**config.mk**
```make
export PLATFORM = sky130hd
export DESIGN_NAME = lfsr_gen
export DESIGN_NICKNAME = d
export VERILOG_FILES = /design/src/rtl/osc_pkg.sv /design/src/rtl/lfsr_gen.sv
export SDC_FILE = /design/constraint.sdc
export NUM_CORES = 1
export LEC_CHECK = 0
export CAP_MARGIN = 20
export CORE_MARGIN = 3
export CORE_UTILIZATION = 45
export CTS_CLUSTER_DIAMETER = 30
export CTS_CLUSTER_SIZE = 24
export DETAILED_ROUTE_END_ITERATION = 16
export HOLD_SLACK_MARGIN = 0.12
export PLACE_DENSITY_LB_ADDON = 0.12
export RECOVER_POWER = 50
export SYNTH_ARGS = -nofsm -noshare
export SYNTH_HDL_FRONTEND = slang
export SYNTH_SLANG_ARGS = --single-unit
```
**constraint.sdc**
```tcl
create_clock -name clk -period 1 [get_ports clk]
set_input_delay 0.25 -clock clk [delete_from_list [all_inputs] [get_ports clk]]
set_output_delay 0.25 -clock clk [all_outputs]
set_load 0.03 [all_outputs]
```
**src/rtl/osc_pkg.sv**
```systemverilog
// Shared types and defaults for the operand stream checker: FSM states,
// LFSR seeds and feedback mask, and the deepest supported DUT pipeline.
package osc_pkg;

  typedef enum logic [1:0] {
    IDLE  = 2'd0,
    RUN   = 2'd1,
    DRAIN = 2'd2
  } osc_state_e;

  localparam logic [31:0] OSC_LFSR_TAPS = 32'h8020_0003;
  localparam logic [31:0] OSC_SEED_A    = 32'h0000_0001;
  localparam logic [31:0] OSC_SEED_B    = 32'h0000_ACE1;

  localparam int OSC_MAX_DUT_LATENCY = 15;

endpackage

```
**src/rtl/lfsr_gen.sv**
```systemverilog
// Galois LFSR that advances only when step is high; a zero seed is forced to 1
// so the register can never lock up in the all-zero state.
module lfsr_gen
  import osc_pkg::*;
#(
  parameter int               WIDTH = 32,
  parameter logic [WIDTH-1:0] SEED  = WIDTH'(OSC_SEED_A),
  parameter logic [WIDTH-1:0] TAPS  = WIDTH'(OSC_LFSR_TAPS)
) (
  input  logic             clk,
  input  logic             reset,
  input  logic             step,
  output logic [WIDTH-1:0] value
);

  localparam logic [WIDTH-1:0] SEED_EFF = (SEED == '0) ? WIDTH'(1) : SEED;

  logic [WIDTH-1:0] value_q;
  logic [WIDTH-1:0] value_d;

  always_comb begin
    value_d = value_q;
    if (step) begin
      value_d = (value_q << 1) ^ (value_q[WIDTH-1] ? TAPS : '0);
    end
  end

  always_ff @(posedge clk) begin
    if (reset) begin
      value_q <= SEED_EFF;
    end else begin
      value_q <= value_d;
    end
  end

  assign value = value_q;

endmodule

```
==> impl_metrics.prom, run 1 <==
# TYPE chip_impl_metric gauge
chip_impl_info{name="tritoncts",value="built"} 1
chip_impl_metric{name="fin_worst_skew",unit="ns"} 0.00345
chip_impl_metric{name="placeableCoreArea",unit="sq um"} 2520
chip_impl_metric{name="drc",unit=""} 0
chip_impl_metric{name="post_syn_nets",unit=""} 109
chip_impl_metric{name="cp_max_fo",unit=""} 2
chip_impl_info{name="synth.most_common_cell",value="sky130_fd_sc_hd__dfxtp_1"} 1
chip_impl_info{name="synth.top_cells.by_area",value="sky130_fd_sc_hd__dfxtp_1, sky130_fd_sc_hd__mux2i_1, sky130_fd_sc_hd__nor2_1"} 1
chip_impl_info{name="worst_r2r_src",value="value[31]$_SDFFE_PP0P_"} 1
chip_impl_metric{name="drt-initial-drc-count",unit=""} 22
chip_impl_metric{name="final-setup-viol-count",unit=""} 32
chip_impl_info{name="critical_path.endpoint",value="value[7]"} 1
chip_impl_metric{name="fillCellCount",unit=""} 181
chip_impl_info{name="worstSetupEndpointType",value="output port"} 1
chip_impl_metric{name="grt_start_max_net_pins",unit=""} 32
chip_impl_metric{name="post-route-period-util",unit=""} 1.06
chip_impl_metric{name="place_congestion",unit=""} 0.691
chip_impl_info{name="clock_tree.root_cell",value="sky130_fd_sc_hd__clkbuf_4"} 1
chip_impl_metric{name="fmax",unit="MHz"} 946
chip_impl_metric{name="initial_utilization",unit=""} 0.478
chip_impl_info{name="setup.worst_path.class",value="register to output port"} 1
chip_impl_metric{name="die-area",unit="sq um"} 3330
chip_impl_metric{name="synth_top_area_share",unit=""} 0.532
chip_impl_metric{name="crit_required",unit="ns"} 0.75
chip_impl_metric{name="yosysWarnings",unit=""} 0
chip_impl_metric{name="globalRoute.totalOverflow",unit=""} 0
chip_impl_metric{name="async_reset_ff_frac",unit=""} 0
chip_impl_metric{name="power_leakage",unit="nW"} 0.925
chip_impl_metric{name="power_per_cell_area",unit="nW/um^2"} 1130
chip_impl_metric{name="cp_slowest_stage_delay",unit="ns"} 0.35
chip_impl_metric{name="layout.nets",unit=""} 177
chip_impl_metric{name="tritoncts.num_buffers",unit=""} 5
chip_impl_metric{name="grt_pass1_vias",unit=""} 1001
chip_impl_metric{name="globalRouteTotalUtil",unit=""} 0.185
chip_impl_metric{name="timing_hold_violations_final",unit=""} 0
chip_impl_metric{name="pin_count",unit=""} 35
chip_impl_info{name="critPathLaunch",value="value[7]$_SDFFE_PP0P_"} 1
chip_impl_metric{name="cts.clk_slew.worst_paths",unit="ns"} 0.09
chip_impl_metric{name="final.hold.worst_slack",unit="ns"} 0.257
chip_impl_info{name="cell_chain_critical_path",value="buf_6"} 1
chip_impl_metric{name="antenna_violations_before_repair",unit=""} 0
chip_impl_info{name="timing.hold.worst.class",value="input pin to register"} 1
chip_impl_metric{name="post_synth_instance_area",unit="sq um"} 1200
chip_impl_metric{name="wl",unit="microns"} 2750
chip_impl_info{name="crit-reg2reg-capture",value="value[21]$_SDFFE_PP0P_"} 1
chip_impl_metric{name="io_buffer_count",unit=""} 34
chip_impl_metric{name="path_buf_inv",unit=""} 1
chip_impl_metric{name="grt_first_pass_wirelength",unit="microns"} 4510
chip_impl_metric{name="reg2reg_depth",unit=""} 3
chip_impl_metric{name="die_h",unit="microns"} 57.7
chip_impl_metric{name="synth-edff-count",unit=""} 0
chip_impl_info{name="critical-path-slowest-cell",value="sky130_fd_sc_hd__dfxtp_2"} 1
chip_impl_metric{name="post_route_cells_drive_above_1_share",unit=""} 0.632
chip_impl_metric{name="netlist_instances",unit=""} 106
chip_impl_metric{name="cp.arrival",unit="ns"} 0.81
chip_impl_info{name="start_kind",value="register"} 1
chip_impl_metric{name="synth_cell_types",unit=""} 14
chip_impl_metric{name="area.growth.synth_to_final",unit="%"} 57.9
chip_impl_info{name="violated_checks",value="negative setup slack"} 1
chip_impl_metric{name="clock_insertion_delay_worst_skew",unit="ns"} 0.32
chip_impl_metric{name="tns",unit="ns"} -1.23
chip_impl_metric{name="wl_per_cell",unit="microns"} 13.5
chip_impl_metric{name="worst_slack",unit="ns"} -0.0568
chip_impl_info{name="ys_dominant_reg_cell",value="sky130_fd_sc_hd__dfxtp_1"} 1
chip_impl_metric{name="clock-sinks",unit=""} 32
chip_impl_metric{name="finalWorstPathRequiredPeriod",unit="ns"} 1.06
chip_impl_metric{name="routed-via-count",unit=""} 973
chip_impl_metric{name="drt_pre_antenna_iters",unit=""} 3
chip_impl_metric{name="max_slew_margin",unit=""} 0.778
chip_impl_metric{name="seq_area_frac_synth",unit=""} 0.532
chip_impl_metric{name="fp-row-count",unit=""} 18
chip_impl_metric{name="dp_hpwl",unit="microns"} 1460
chip_impl_metric{name="n_antenna_cell",unit=""} 0
chip_impl_info{name="hold_path.startpoint",value="step"} 1
chip_impl_metric{name="cts_htree_levels",unit=""} 2
chip_impl_info{name="yosys-top-cells-count",value="sky130_fd_sc_hd__dfxtp_1, sky130_fd_sc_hd__nor2_1, sky130_fd_sc_hd__mux2i_1, sky130_fd_sc_hd__buf_12"} 1
chip_impl_info{name="rsz0062_at_grt",value="yes"} 1
chip_impl_info{name="worst_path_dominant_cell_family",value="flip-flops"} 1
chip_impl_metric{name="antenna_violating_nets_post_route",unit=""} 0
chip_impl_metric{name="worst_slew_pin_slew",unit="ns"} 0.333
chip_impl_metric{name="syn-mean-instance-area",unit="sq um"} 11.4
chip_impl_metric{name="final_max_slew_viol_count",unit=""} 0
chip_impl_metric{name="worst_ir_drop_vdd",unit="mV"} 1.29
chip_impl_metric{name="largest_register_ff_count",unit=""} 32
chip_impl_info{name="run_status",value="complete, but fails checks"} 1
chip_impl_info{name="library_cell_with_the_largest_summed_area_after_synthesis",value="sky130_fd_sc_hd__dfxtp_1"} 1
chip_impl_metric{name="fp.dieW",unit="microns"} 57.7
chip_impl_metric{name="reg2reg_setup_slack",unit="ns"} 0.08
chip_impl_metric{name="synth-seq-cells",unit=""} 32
chip_impl_metric{name="drv.max_cap_violation_count",unit=""} 0
chip_impl_metric{name="max-clock-path-buffers",unit=""} 2
chip_impl_metric{name="post_drt_via_cell_ratio",unit=""} 4.77
chip_impl_metric{name="cp.depth",unit=""} 1
layout make-up:
class / instances / area (sq um) / area share
Sequential cell: 32 / 683 / 0.359
Timing Repair Buffer: 68 / 656 / 0.345
Multi-Input combinational cell: 67 / 480 / 0.252
Clock buffer: 6 / 41.3 / 0.0217
Tap cell: 30 / 37.5 / 0.0197
Clock inverter: 1 / 5.00 / 0.00263
where the power goes:
part / internal [mW] / switching, mW / leakage [nW]
sequential: 1.29 / 0.00945 / 0.274
combinational: 0.0977 / 0.106 / 0.623
clock: 0.259 / 0.388 / 0.0281
total: 1.64 / 0.503 / 0.925
placed cells by master, fill, tap and decap left out, drive strengths merged:
cell type and count:
nor2b 1, clkdlybuf4s50 1, a211oi 2, dfxtp 32, xnor2 2, nand3b 1
mux2i 28, a211o 1, clkbuf 6, a21bo 1, buf 67, a21oi 1
nor2 30, clkinv 1
worst min-delay path by stage:
stage               slack, ns                      to  cells past startpoint
floorplan                0.31   value[1]$_SDFFE_PP0P_                      1
global placement         0.50  value[18]$_SDFFE_PP0P_                      2
detailed placement       0.51  value[18]$_SDFFE_PP0P_                      2
CTS                      0.25   value[0]$_SDFFE_PP1P_                      2
global route             0.26   value[0]$_SDFFE_PP1P_                      2
finish                   0.26   value[0]$_SDFFE_PP1P_                      2
routing by layer:
metal	vias to the layer above	GRT usage	wire (microns)
met2	24	0.306	1410
li1	488	-	-
met4	0	0.0795	48
met1	457	0.205	1120
met3	4	0.0802	179
met5	-	0	0
repair_timing:
item | in CTS | in global routing
gates resized for setup | 65 | 0
hold buffers | 0 | 0
setup endpoints to repair | 32 | 32
buffers inserted | 30 | 1
cells by family after synthesis:
logic type	Yosys count	share of synthesized area
DFF	32	0.532
AOI/OAI and AO/OA	5	0.0436
and+or+nand+nor	32	0.108
muxes	28	0.233
buffers and inverters	7	0.0696
xor gates and xnor gates	2	0.0145
stage by stage:
stage	instance area [sq um]	util	total power [mW]	setup WS, ns	std cells
2_1_floorplan	1200	-	1.47	0.00997	106
3_3_place_gp	1470	0.584	1.50	-0.162	166
3_5_place_dp	1470	0.584	1.51	-0.180	166
4_1_cts	1910	0.756	2.18	-0.0657	203
5_1_grt	1900	0.754	2.24	-0.102	204
6_report	1900	0.754	2.15	-0.0568	204
Power figures use the tool's default switching activity.
==> run 2, diff against run 1 <==
--- a/config.mk
+++ b/config.mk
@@ -12,7 +12,7 @@
 export CTS_CLUSTER_SIZE = 24
 export DETAILED_ROUTE_END_ITERATION = 16
 export HOLD_SLACK_MARGIN = 0.12
-export PLACE_DENSITY_LB_ADDON = 0.12
+export PLACE_DENSITY = 0.76
 export RECOVER_POWER = 50
 export SYNTH_ARGS = -nofsm -noshare
 export SYNTH_HDL_FRONTEND = slang
==> run 2 against run 1 <==
The run still ends with negative setup slack left. Via count grew 2.0%. Combinational power increased by 3%. Hold slack better by 0.016 ns. Critical endpoint is now value[31]. Setup slack got worse by 0.0061 ns. Die area unchanged. Largest power group unchanged. First-iteration DRC count fell by 50%. Routed wire length rose by 0.33%. Clock power is 0.8% higher. Power rose by 0.30%. Clock-buffer cell count unchanged. Flip-flop and latch count unchanged. Register-to-register slack hardly changed.
==> impl_metrics.prom, run 2 (synthesis results as in run 1) <==
# TYPE chip_impl_metric gauge
chip_impl_info{name="run_status",value="complete, but fails checks"} 1
chip_impl_info{name="violated_checks",value="negative setup slack"} 1
chip_impl_metric{name="antenna_violations_before_repair",unit=""} 0
chip_impl_metric{name="route.met3.wl",unit="microns"} 133
chip_impl_metric{name="drc",unit=""} 0
chip_impl_metric{name="holdBufCountCts",unit=""} 0
chip_impl_metric{name="final_max_slew_viol_count",unit=""} 0
chip_impl_metric{name="wl",unit="microns"} 2760
chip_impl_metric{name="dp_hpwl",unit="microns"} 1500
chip_impl_metric{name="die_h",unit="microns"} 57.7
chip_impl_metric{name="fp-row-count",unit=""} 18
chip_impl_metric{name="dr_wl_met2",unit="microns"} 1380
chip_impl_metric{name="post_drt_via_cell_ratio",unit=""} 4.70
chip_impl_metric{name="grt_pass1_vias",unit=""} 1015
chip_impl_metric{name="power_leakage",unit="nW"} 0.965
chip_impl_metric{name="drv.max_cap_violation_count",unit=""} 0
chip_impl_info{name="tritoncts",value="built"} 1
chip_impl_info{name="worst_path_dominant_cell_family",value="flip-flops"} 1
chip_impl_metric{name="fillCellCount",unit=""} 162
chip_impl_metric{name="crit_required",unit="ns"} 0.75
chip_impl_metric{name="finalWorstPathRequiredPeriod",unit="ns"} 1.06
chip_impl_info{name="rsz0062_at_grt",value="yes"} 1
chip_impl_metric{name="grt_first_pass_wirelength",unit="microns"} 4470
chip_impl_metric{name="finalPower",unit="mW"} 2.15
chip_impl_metric{name="worst_ir_drop_vdd",unit="mV"} 0.969
chip_impl_metric{name="fmax",unit="MHz"} 941
chip_impl_info{name="mostFrequentLayoutCell",value="sky130_fd_sc_hd__buf_4"} 1
chip_impl_metric{name="antenna_violating_nets_post_route",unit=""} 0
chip_impl_info{name="layout.cells.most_common_list",value="sky130_fd_sc_hd__buf_4, sky130_fd_sc_hd__buf_6, sky130_fd_sc_hd__nor2_1"} 1
chip_impl_metric{name="met1Wirelength",unit="microns"} 1150
chip_impl_info{name="critical-path-slowest-cell",value="sky130_fd_sc_hd__dfxtp_4"} 1
chip_impl_metric{name="clock_insertion_delay_worst_skew",unit="ns"} 0.32
chip_impl_info{name="cell_chain_critical_path",value="buf_6"} 1
chip_impl_metric{name="clock-sinks",unit=""} 32
chip_impl_info{name="timing.hold.worst.class",value="input pin to register"} 1
chip_impl_metric{name="largest_register_ff_count",unit=""} 32
chip_impl_metric{name="die-area",unit="sq um"} 3330
chip_impl_metric{name="grt_start_max_net_pins",unit=""} 32
chip_impl_info{name="setup.worst_path.class",value="register to output port"} 1
chip_impl_metric{name="worst_slew_pin_slew",unit="ns"} 0.318
chip_impl_metric{name="layout.nets",unit=""} 184
chip_impl_metric{name="filler_free_cell_count_of_the_finished_design",unit=""} 211
chip_impl_metric{name="cts.clk_slew.worst_paths",unit="ns"} 0.09
chip_impl_metric{name="post-route-period-util",unit=""} 1.06
chip_impl_info{name="start_kind",value="register"} 1
chip_impl_metric{name="power_per_cell_area",unit="nW/um^2"} 1090
chip_impl_metric{name="max-clock-path-buffers",unit=""} 2
chip_impl_metric{name="cts_htree_levels",unit=""} 2
chip_impl_info{name="worstSetupEndpointType",value="output port"} 1
chip_impl_metric{name="place_congestion",unit=""} 0.716
chip_impl_metric{name="wl_per_cell",unit="microns"} 13.1
chip_impl_metric{name="drt-initial-drc-count",unit=""} 11
chip_impl_metric{name="pin_count",unit=""} 35
chip_impl_metric{name="dp_slack",unit="ns"} -0.181
chip_impl_info{name="dr.max_layer_used",value="met4"} 1
chip_impl_metric{name="drt_pre_antenna_iters",unit=""} 4
chip_impl_metric{name="tritoncts.num_buffers",unit=""} 5
chip_impl_metric{name="max_slew_margin",unit=""} 0.788
chip_impl_metric{name="n_antenna_cell",unit=""} 0
chip_impl_metric{name="path_buf_inv",unit=""} 1
chip_impl_metric{name="globalRouteTotalUtil",unit=""} 0.176
chip_impl_metric{name="worst_slack",unit="ns"} -0.0629
chip_impl_metric{name="final-setup-viol-count",unit=""} 32
chip_impl_metric{name="cp_slowest_stage_delay",unit="ns"} 0.36
chip_impl_metric{name="post_route_cells_drive_above_1_share",unit=""} 0.646
chip_impl_info{name="clock_tree.root_cell",value="sky130_fd_sc_hd__clkbuf_4"} 1
chip_impl_metric{name="io_buffer_count",unit=""} 34
chip_impl_metric{name="routed-via-count",unit=""} 992
chip_impl_metric{name="fp.dieW",unit="microns"} 57.7
chip_impl_metric{name="cp_max_fo",unit=""} 2
chip_impl_metric{name="area.growth.synth_to_final",unit="%"} 63.4
chip_impl_metric{name="initial_utilization",unit=""} 0.478
chip_impl_metric{name="placeableCoreArea",unit="sq um"} 2520
chip_impl_metric{name="timing_hold_violations_final",unit=""} 0
chip_impl_metric{name="placedCellCount",unit=""} 167
chip_impl_metric{name="cp.arrival",unit="ns"} 0.81
chip_impl_metric{name="fin_worst_skew",unit="ns"} 0.00864
chip_impl_metric{name="globalRoute.totalOverflow",unit=""} 0
==> run 2: cell count changes in the layout (fill, tap and decap cells not counted) <==
| cell | previous run | this run |
|---|---|---|
| sky130_fd_sc_hd__buf_4 | 32 | 39 |
| sky130_fd_sc_hd__dfxtp_2 | 31 | 29 |
| sky130_fd_sc_hd__dfxtp_4 | 1 | 3 |
| sky130_fd_sc_hd__buf_12 | 2 | 3 |
| sky130_fd_sc_hd__buf_6 | 32 | 31 |
==> run 2: through the flow <==
stage | hold slack [ns] | area, sq um | TNS, ns | util
2_1_floorplan | 0.315 | 1200 | 0 | -
3_3_place_gp | 0.500 | 1490 | -5.00 | 0.592
3_5_place_dp | 0.518 | 1490 | -5.47 | 0.592
4_1_cts | 0.267 | 1940 | -1.80 | 0.771
5_1_grt | 0.257 | 1970 | -2.48 | 0.781
6_report | 0.274 | 1970 | -1.39 | 0.781
==> run 2: worst paths after layout <==
path                                              from                     end  slack [ns]  depth (start not counted)
worst max-delay path            value[31]$_SDFFE_PP0P_               value[31]       -0.06                          1
worst min-delay path                              step   value[0]$_SDFFE_PP1P_        0.27                          2
worst max register to register  value[31]$_SDFFE_PP0P_  value[21]$_SDFFE_PP0P_        0.08                          3
worst min register to register   value[5]$_SDFFE_PP0P_   value[6]$_SDFFE_PP0P_        0.60                          3
==> run 2: repair_timing <==
| action | in CTS | in global routing |
|---|---|---|
| setup buffers | 32 | 5 |
| hold endpoints to repair | 0 | 0 |
| pin swaps | 0 | 0 |
| endpoints found under the setup margin | 32 | 32 |
| resized for setup | 66 | 0 |
| gates cloned | 0 | 0 |
==> run 2: worst register-to-register path, delay by kind of cell (launching register included) <==
family | cells | cell delay [ns]
flops | 1 | 0.36
xor+xnor | 1 | 0.13
buf+inv | 1 | 0.15
compound gates | 1 | 0.21
==> run 2: per-layer routing <==
metal,GRT usage,vias to the layer above
li1,-,502
met1,0.208,455
met2,0.294,26
met3,0.0401,9
met4,0.0993,0
met5,0,-
==> run 2: layout make-up <==
type,count,area (sq um),share of cell area
multi-input combinational,67,480,0.244
tap,30,37.5,0.0191
clock buffer,6,41.3,0.0210
sequential,32,688,0.349
timing repair buffer,75,717,0.364
clock inverter,1,5.00,0.00254
==> run 2: power by group <==
group	switching, mW	leakage (nW)	internal [mW]
registers	0.00966	0.275	1.28
logic	0.108	0.662	0.102
clock network	0.393	0.0281	0.258
total	0.510	0.965	1.64
==> run 3, diff against run 2 <==
--- a/config.mk
+++ b/config.mk
@@ -14,6 +14,7 @@
 export HOLD_SLACK_MARGIN = 0.12
 export PLACE_DENSITY = 0.76
 export RECOVER_POWER = 50
+export SLEW_MARGIN = 20
 export SYNTH_ARGS = -nofsm -noshare
 export SYNTH_HDL_FRONTEND = slang
 export SYNTH_SLANG_ARGS = --single-unit
==> results of run 3 <==
Same layout as run 2: the final DEF is identical, and so are final timing and power.
